`config.mk`:
```
export PLATFORM = sky130hd
export DESIGN_NAME = accum_window
export DESIGN_NICKNAME = d
export VERILOG_FILES = /design/src/rtl/accum_pkg.sv /design/src/rtl/sat_adder.sv /design/src/rtl/accum_window.sv
export SDC_FILE = /design/constraint.sdc
export NUM_CORES = 1
export LEC_CHECK = 0
export ABC_AREA = 0
export CORE_ASPECT_RATIO = 2
export CORE_MARGIN = 5
export CORE_UTILIZATION = 30
export DETAILED_ROUTE_END_ITERATION = 7
export PLACE_DENSITY_LB_ADDON = 0.3
export SLEW_MARGIN = 25
export SYNTH_ARGS = -nofsm -noshare
export SYNTH_HDL_FRONTEND = slang
export SYNTH_SLANG_ARGS = --single-unit
```
`constraint.sdc`:
```
create_clock -name clk -period 4.07 [get_ports clk]
set_clock_uncertainty 0.05 [all_clocks]
set_input_delay 0.407 -clock clk [delete_from_list [all_inputs] [get_ports clk]]
set_output_delay 0.407 -clock clk [all_outputs]
set_load 0.05 [all_outputs]
```
`src/rtl/accum_pkg.sv`:
```
// Shared types and helpers for the windowed accumulator.
// Holds the FSM state encoding, overflow mode constants and counter sizing.
package accum_pkg;

    typedef enum logic [1:0] {
        IDLE  = 2'd0,
        ACCUM = 2'd1,
        HOLD  = 2'd2
    } state_t;

    localparam logic MODE_WRAP = 1'b0;
    localparam logic MODE_SAT  = 1'b1;

    // Counter must reach WINDOW itself, hence the +1.
    function automatic int cnt_width(input int window);
        return $clog2(window + 1);
    endfunction

endpackage

```
`src/rtl/sat_adder.sv`:
```
// Combinational accumulate step: acc + zero-extended sample, wrapping or
// saturating at ACC_W bits and flagging any carry out of the accumulator.
module sat_adder
    import accum_pkg::*;
#(
    parameter int DATA_W = 4,
    parameter int ACC_W  = 6
) (
    input  logic [ACC_W-1:0]  acc,
    input  logic [DATA_W-1:0] sample,
    input  logic              sat_mode,
    output logic [ACC_W-1:0]  result,
    output logic              ovf
);

    logic [ACC_W:0] w_sum;

    assign w_sum  = {1'b0, acc} + {{(ACC_W + 1 - DATA_W){1'b0}}, sample};
    assign ovf    = w_sum[ACC_W];
    assign result = !w_sum[ACC_W]       ? w_sum[ACC_W-1:0] :
                    (sat_mode == MODE_WRAP) ? w_sum[ACC_W-1:0] :
                                          {ACC_W{1'b1}};

endmodule

```
`src/rtl/accum_window.sv`:
```
// Windowed accumulator: sums WINDOW samples into one result word with valid/ready on both sides.
// Build macro ACCUM_AVG_EN presents the truncated mean (WINDOW must then be a power of two).
module accum_window
    import accum_pkg::*;
#(
    parameter int DATA_W = 4,
    parameter int ACC_W  = 6,
    parameter int WINDOW = 4
) (
    input  logic              clk,
    input  logic              reset,
    input  logic              clear,
    input  logic              sat_mode,
    input  logic              in_valid,
    output logic              in_ready,
    input  logic [DATA_W-1:0] in_data,
    output logic              out_valid,
    input  logic              out_ready,
    output logic [ACC_W-1:0]  out_sum,
    output logic              out_ovf,
    output logic [ACC_W-1:0]  run_sum
);

    localparam int CNT_W = cnt_width(WINDOW);

    if (WINDOW < 1) begin : g_bad_window
        $error("accum_window: WINDOW must be at least 1");
    end

    state_t             r_state;
    logic [ACC_W-1:0]   r_acc;
    logic [CNT_W-1:0]   r_cnt;
    logic               r_ovf;
    logic               r_out_valid;
    logic [ACC_W-1:0]   r_out_sum;
    logic               r_out_ovf;

    logic               w_accept;
    logic               w_last;
    logic [ACC_W-1:0]   w_add_result;
    logic               w_add_ovf;
    logic               w_ovf_next;
    logic [ACC_W-1:0]   w_final_sum;

    sat_adder #(
        .DATA_W (DATA_W),
        .ACC_W  (ACC_W)
    ) u_sat_adder (
        .acc      (r_acc),
        .sample   (in_data),
        .sat_mode (sat_mode),
        .result   (w_add_result),
        .ovf      (w_add_ovf)
    );

`ifdef ACCUM_AVG_EN
    localparam int SHIFT = $clog2(WINDOW);

    if ((WINDOW & (WINDOW - 1)) != 0) begin : g_avg_needs_pow2
        $error("accum_window: ACCUM_AVG_EN requires WINDOW to be a power of two");
    end

    assign w_final_sum = w_add_result >> SHIFT;
`else
    assign w_final_sum = w_add_result;
`endif

    // No path from out_ready: a freed slot is only visible after the handshake edge.
    assign in_ready   = !clear && (r_state != HOLD);
    assign w_accept   = in_valid && in_ready;
    assign w_last     = (r_cnt == CNT_W'(WINDOW - 1));
    assign w_ovf_next = r_ovf | w_add_ovf;

    always_ff @(posedge clk or posedge reset) begin
        if (reset) begin
            r_state     <= IDLE;
            r_acc       <= '0;
            r_cnt       <= '0;
            r_ovf       <= 1'b0;
            r_out_valid <= 1'b0;
            r_out_sum   <= '0;
            r_out_ovf   <= 1'b0;
        end else if (clear) begin
            r_state     <= IDLE;
            r_acc       <= '0;
            r_cnt       <= '0;
            r_ovf       <= 1'b0;
            r_out_valid <= 1'b0;
            r_out_sum   <= '0;
            r_out_ovf   <= 1'b0;
        end else begin
            unique case (r_state)
                IDLE, ACCUM: begin
                    if (w_accept) begin
                        r_acc <= w_add_result;
                        r_ovf <= w_ovf_next;
                        if (w_last) begin
                            r_state     <= HOLD;
                            r_cnt       <= CNT_W'(WINDOW);
                            r_out_valid <= 1'b1;
                            r_out_sum   <= w_final_sum;
                            r_out_ovf   <= w_ovf_next;
                        end else begin
                            r_state <= ACCUM;
                            r_cnt   <= r_cnt + CNT_W'(1);
                        end
                    end
                end
                HOLD: begin
                    if (r_out_valid && out_ready) begin
                        r_state     <= IDLE;
                        r_acc       <= '0;
                        r_cnt       <= '0;
                        r_ovf       <= 1'b0;
                        r_out_valid <= 1'b0;
                    end
                end
                default: begin
                    r_state <= IDLE;
                end
            endcase
        end
    end

    assign out_valid = r_out_valid;
    assign out_sum   = r_out_sum;
    assign out_ovf   = r_out_ovf;
    assign run_sum   = r_acc;

endmodule

```
[After elaboration in Yosys (flattened, before gate mapping)]
Cells that the tools add are included.
Storage, ports and cells
  bits in registers: 20
  input port bits: 10
  output and inout port bits: 15
  logic and storage cells: 63
Operators by class
  add/sub/neg operators: 2
  equal/unequal tests: 7
  mux-type cells: 32
  bitwise gates (word level): 1
  reductions and logical operators: 14
Operators by type and width (number)
  $mux 6: 9
  $mux 3: 4
  $pmux 6 s2: 1
  $mux 1: 10
  $ne 3x3->1 const B: 3
  $mux 2: 4
  $add 6x4->7: 1
  $pmux 3 s2: 1
  $reduce_and 3->1: 2
  $reduce_bool 2->1: 3
  $pmux 1 s2: 2
  $pmux 2 s2: 1
  $reduce_and 4->1: 1
  $add 3x1->3 const B: 1
  $eq 3x2->1 const B: 1
  $logic_and 1x1->1: 3
  $reduce_bool 3->1: 1
  $eq 2x1->1 const B: 1
  $eq 2x2->1 const B: 1
  $logic_not 2->1: 1
  $ne 2x2->1 const B: 1
  $reduce_and 2->1: 1
  $reduce_or 2->1: 1
  $logic_not 1->1: 1
  $or 1x1->1: 1

[Depth between registers and ports, before layout]
  word-level depth: 7
  depth in mapped cells: 6

[Hierarchy]
Synthesis repeated with hierarchy kept, for this count alone.
Second synthesis, totals
  cells, all modules: 117
  area total of the unflattened synthesis: 1196.1 µm²
Modules (own cells, without submodules)
  accum_window: instances 1, cells each 84, area each 949.7 µm², sequential area each 500.5 µm²
  sat_adder: instances 1, cells each 33, area each 246.5 µm², sequential area each 0.0 µm²

[Worst setup path before layout]
Ideal clock, no wire load.
  path kind: register -> register
  start point: reg r_acc[0] (netlist: run_sum[0])
  end point: reg r_out_sum[5] (netlist: out_sum[5])
  setup time: 0.122 ns
  data arrival time: 2.100 ns
  required time: 3.898 ns
  setup slack: 1.798 ns
  cell stages (with the launch flop): 7
  path buffers: 0
  clock period less this slack: 2.272 ns
  path through: dfrtp_1 ha_1 fa_1 a21o_1 a21oi_1 o211ai_1 a32o_1
Between the ends
  word-level cells in the longest chain between the ends: 7
Ends and longest elaborated chain
  start: declaration: RTL line accum_window.sv:31  | logic [ACC_W-1:0] r_acc;
  start signal: assignment: RTL line accum_window.sv:95  | r_acc <= w_add_result;
  $add 6x4->7 (*): RTL line sat_adder.sv:18  | assign w_sum = {1'b0, acc} + {{(ACC_W + 1 - DATA_W){1'b0}}, sample};
  $mux 6: RTL line sat_adder.sv:21  | (sat_mode == MODE_WRAP) ? w_sum[ACC_W-1:0] :
  $mux 6 (*): RTL line sat_adder.sv:20  | assign result = !w_sum[ACC_W] ? w_sum[ACC_W-1:0] :
  $mux 6 (*): RTL line accum_window.sv:97  | if (w_last) begin
  $mux 6 (*): RTL line accum_window.sv:94  | if (w_accept) begin
  $mux 6 (*): RTL line accum_window.sv:92  | unique case (r_state)
  $mux 6 (*): RTL line accum_window.sv:83  | end else if (clear) begin
  end signal: assignment: RTL line accum_window.sv:101  | r_out_sum <= w_final_sum;
  end: declaration: RTL line accum_window.sv:35  | logic [ACC_W-1:0] r_out_sum;
Every way passes the cells marked *; elsewhere a longest branch is shown, timed or not. The select of a mux whose other input is x is not followed.
A chain may end at the register's enable or synchronous reset.

[Worst setup path after layout]
  start point: in clear
  end point: out in_ready
Between the ends
  word-level cells in the longest chain between the ends: 2
Ends and longest elaborated chain
  start: declaration: RTL line accum_window.sv:12  | input logic clear,
  $logic_not 1->1: RTL line accum_window.sv:69  | assign in_ready = !clear && (r_state != HOLD);
  $logic_and 1x1->1: RTL line accum_window.sv:69
  end: declaration: RTL line accum_window.sv:15  | output logic in_ready,
No other way between the ends.

==> flow_summary.ini <==
[status]
status = finished clean

[cells_and_area]
layout-drive-gt1-share = 0.0750
multiInputGateArea_um2 = 523
layout-area-overhead-vs-synth_pct = 29.9
register_area_um2 = 500
layout_common_cells = 24 x clkdlybuf4s50_1, 20 x dfrtp_1, 9 x a221o_1
diodes = 0
layout_commonest_cell = clkdlybuf4s50_1
final_cell_area_um2 = 1380
nFillCells = 348
nets = 139

[timing]
max_freq_ghz = 0.418
worst_pin_slew_ps = 873
slew_viol_final = 0
slew_headroom = 0.418
finalCritPeriodShare = 0.588
rsz0062_at_grt = no
period_needed_ps = 2390
hold_viol_final = 0
setup_viol = 0
holdWs_ps = 444
fin_setup_tns_ps = 0

[worst_setup_path]
r2r-start = run_sum[0]
worstPathArrival_ps = 1930
r2r-end = run_sum[3]
cp.required_ps = 3610
r2r_slack_ps = 1930
path_max_fanout = 9
critPathLaunch = clear
reg2reg_depth = 6
worstSetupStartpointType = primary input
crit_chain = clkdlybuf4s50_1 > nor2_1 > clkdlybuf4s50_1
max_stage_delay_ps = 810
critPathKind = primary input to output pin
cp_common_cell = clkdlybuf4s50_1
slowest_stage = clkdlybuf4s50_1
cp-end-kind = output pin

[clock_tree]
cts.clk_slew.worst_paths_ps = 70
numCtsBuffers = 3
cts.sinks = 20
root_buffer = clkbuf_8
post-cts-setup-buffers = 0
holdBufCountCts = 0
clock_path_buffers = 2
cts_resized = 0
h-tree-depth = 1
clk_latency_ps = 260
cts_tree = done

[hold_path]
whs_path_depth = 1
min_path_type = register to register
min_from = out_ovf
worstHoldEndpoint = out_ovf

[floorplan]
rows = 30
io_pins = 25
die_y_um = 94.1
initial_utilization = 0.310
die_x_um = 52.0
coreArea_um2 = 3420
die_area_um2 = 4890

[global_route]
antenna_found_initial = 0
grt_pass1_vias = 831
grt_max_degree = 21
grt_util_all_layers = 0.108
grt_pass1_wl_mm = 3.95
grt_overflow = 0

[power]
p_total_uw = 449
p_leak_nw = 0.639
power_density_nw_per_um2 = 327
vdd_drop_max_v = 0.000183

[drt]
via_per_inst = 5.10
route.detailed.drc = 0
ant_nets = 0
wl_mm = 2.54
post_drt_wl_per_cell_um = 15.1
vias = 857
first_pass_iters = 4
drtIter0Drc = 18

[synth]
synth_fp_nets = 114
synth_top_area_frac = 0.472
seq_area_frac_synth = 0.472
synth.largest_area_cell = dfrtp_1
synth-seq-cells = 20
avgSynthCellArea_um2 = 10.9
yosysWarnings = 0
synth_area_leaders = dfrtp_1 47%, a221o_1 8.5%, ha_1 7.1%
syn_inst = 97
netlist_area_um2 = 1060
yosysUniqueCellTypes = 35

[placed_design]
hpwl_mm = 1.98
placed_area_um2 = 1340
io_buffers = 24
place_congestion = 0.813

[run]
max_cap_violations = 0
## worst max-delay path, delay by kind of cell
kind          cells  cell delay (ps)
simple gates      1              160
buf+inv           2             1370
## final cells by class
type / count / area share
Clock buffer: 3 / 0.0300
Inverter: 3 / 0.00818
Multi-Input combinational cell: 70 / 0.380
Sequential cell: 20 / 0.364
Tap cell: 48 / 0.0436
Timing Repair Buffer: 24 / 0.175
## cell usage after synthesis
cell / count
a21oi_1: 2
a311oi_2: 1
a32o_1: 1
o22a_2: 1
a22o_1: 1
and3_1: 1
dfrtp_1: 20
nor2b_1: 1
nor2_1: 6
and2_1: 1
fa_1: 1
buf_6: 1
mux2_2: 1
o21ai_1: 3
a21o_1: 4
ha_1: 6
or2_1: 1
xnor2_1: 1
a221o_1: 9
nand2_1: 7
or3_1: 1
o21ai_0: 4
inv_1: 3
buf_2: 2
nor3_2: 1
and2b_1: 1
nor3_1: 4
o211a_1: 1
o2bb2ai_1: 2
xor2_1: 1
nand3_1: 2
clkbuf_1: 1
a31oi_1: 2
o211ai_1: 1
and3_2: 2
## sequential cells by signal, indices dropped and copies added (netlist names)
| register | flops |
|---|---|
| r_ovf | 1 |
| out_sum | 6 |
| r_cnt | 3 |
| run_sum | 6 |
| out_ovf | 1 |
| r_state | 2 |
| out_valid | 1 |
## metal layers
metal	track usage	share of wire
met1	0.128	0.43
met4	0.0525	0.028
met5	0	0
met3	0.0175	0.036
met2	0.181	0.51
## cell families after synthesis
logic type / count (synthesis) / share of synthesized area
muxes: 1 / 0.0106
and+or+nand+nor: 28 / 0.135
buffers and inverters: 7 / 0.0342
DFF: 20 / 0.472
xor gates and xnor gates: 2 / 0.0165
adders and majority gates: 7 / 0.0897
AOI/OAI and AO/OA: 32 / 0.242
## power breakdown
part / internal (mW) / total (mW) / switching, mW
logic: 0.0401 / 0.104 / 0.0636
registers: 0.207 / 0.215 / 0.00835
clock network: 0.0659 / 0.131 / 0.0646
## stage by stage
stage	utilization	worst slack [ps]	cells
after floorplan	-	1800	97
after global placement	0.391	1560	165
after detailed placement	0.391	1490	165
after CTS	0.403	1680	168
after global routing	0.403	1610	168
final	0.403	1680	168
## worst max-delay path by stage
stage	slack, ps	cells past startpoint	end
CTS	1680	3	in_ready
global route	1610	3	in_ready
global placement	1560	7	run_sum[2]
detailed placement	1490	7	run_sum[1]
finish	1680	3	in_ready
floorplan	1800	6	out_sum[5]
Note: power is estimated with default switching activity, not from simulation.
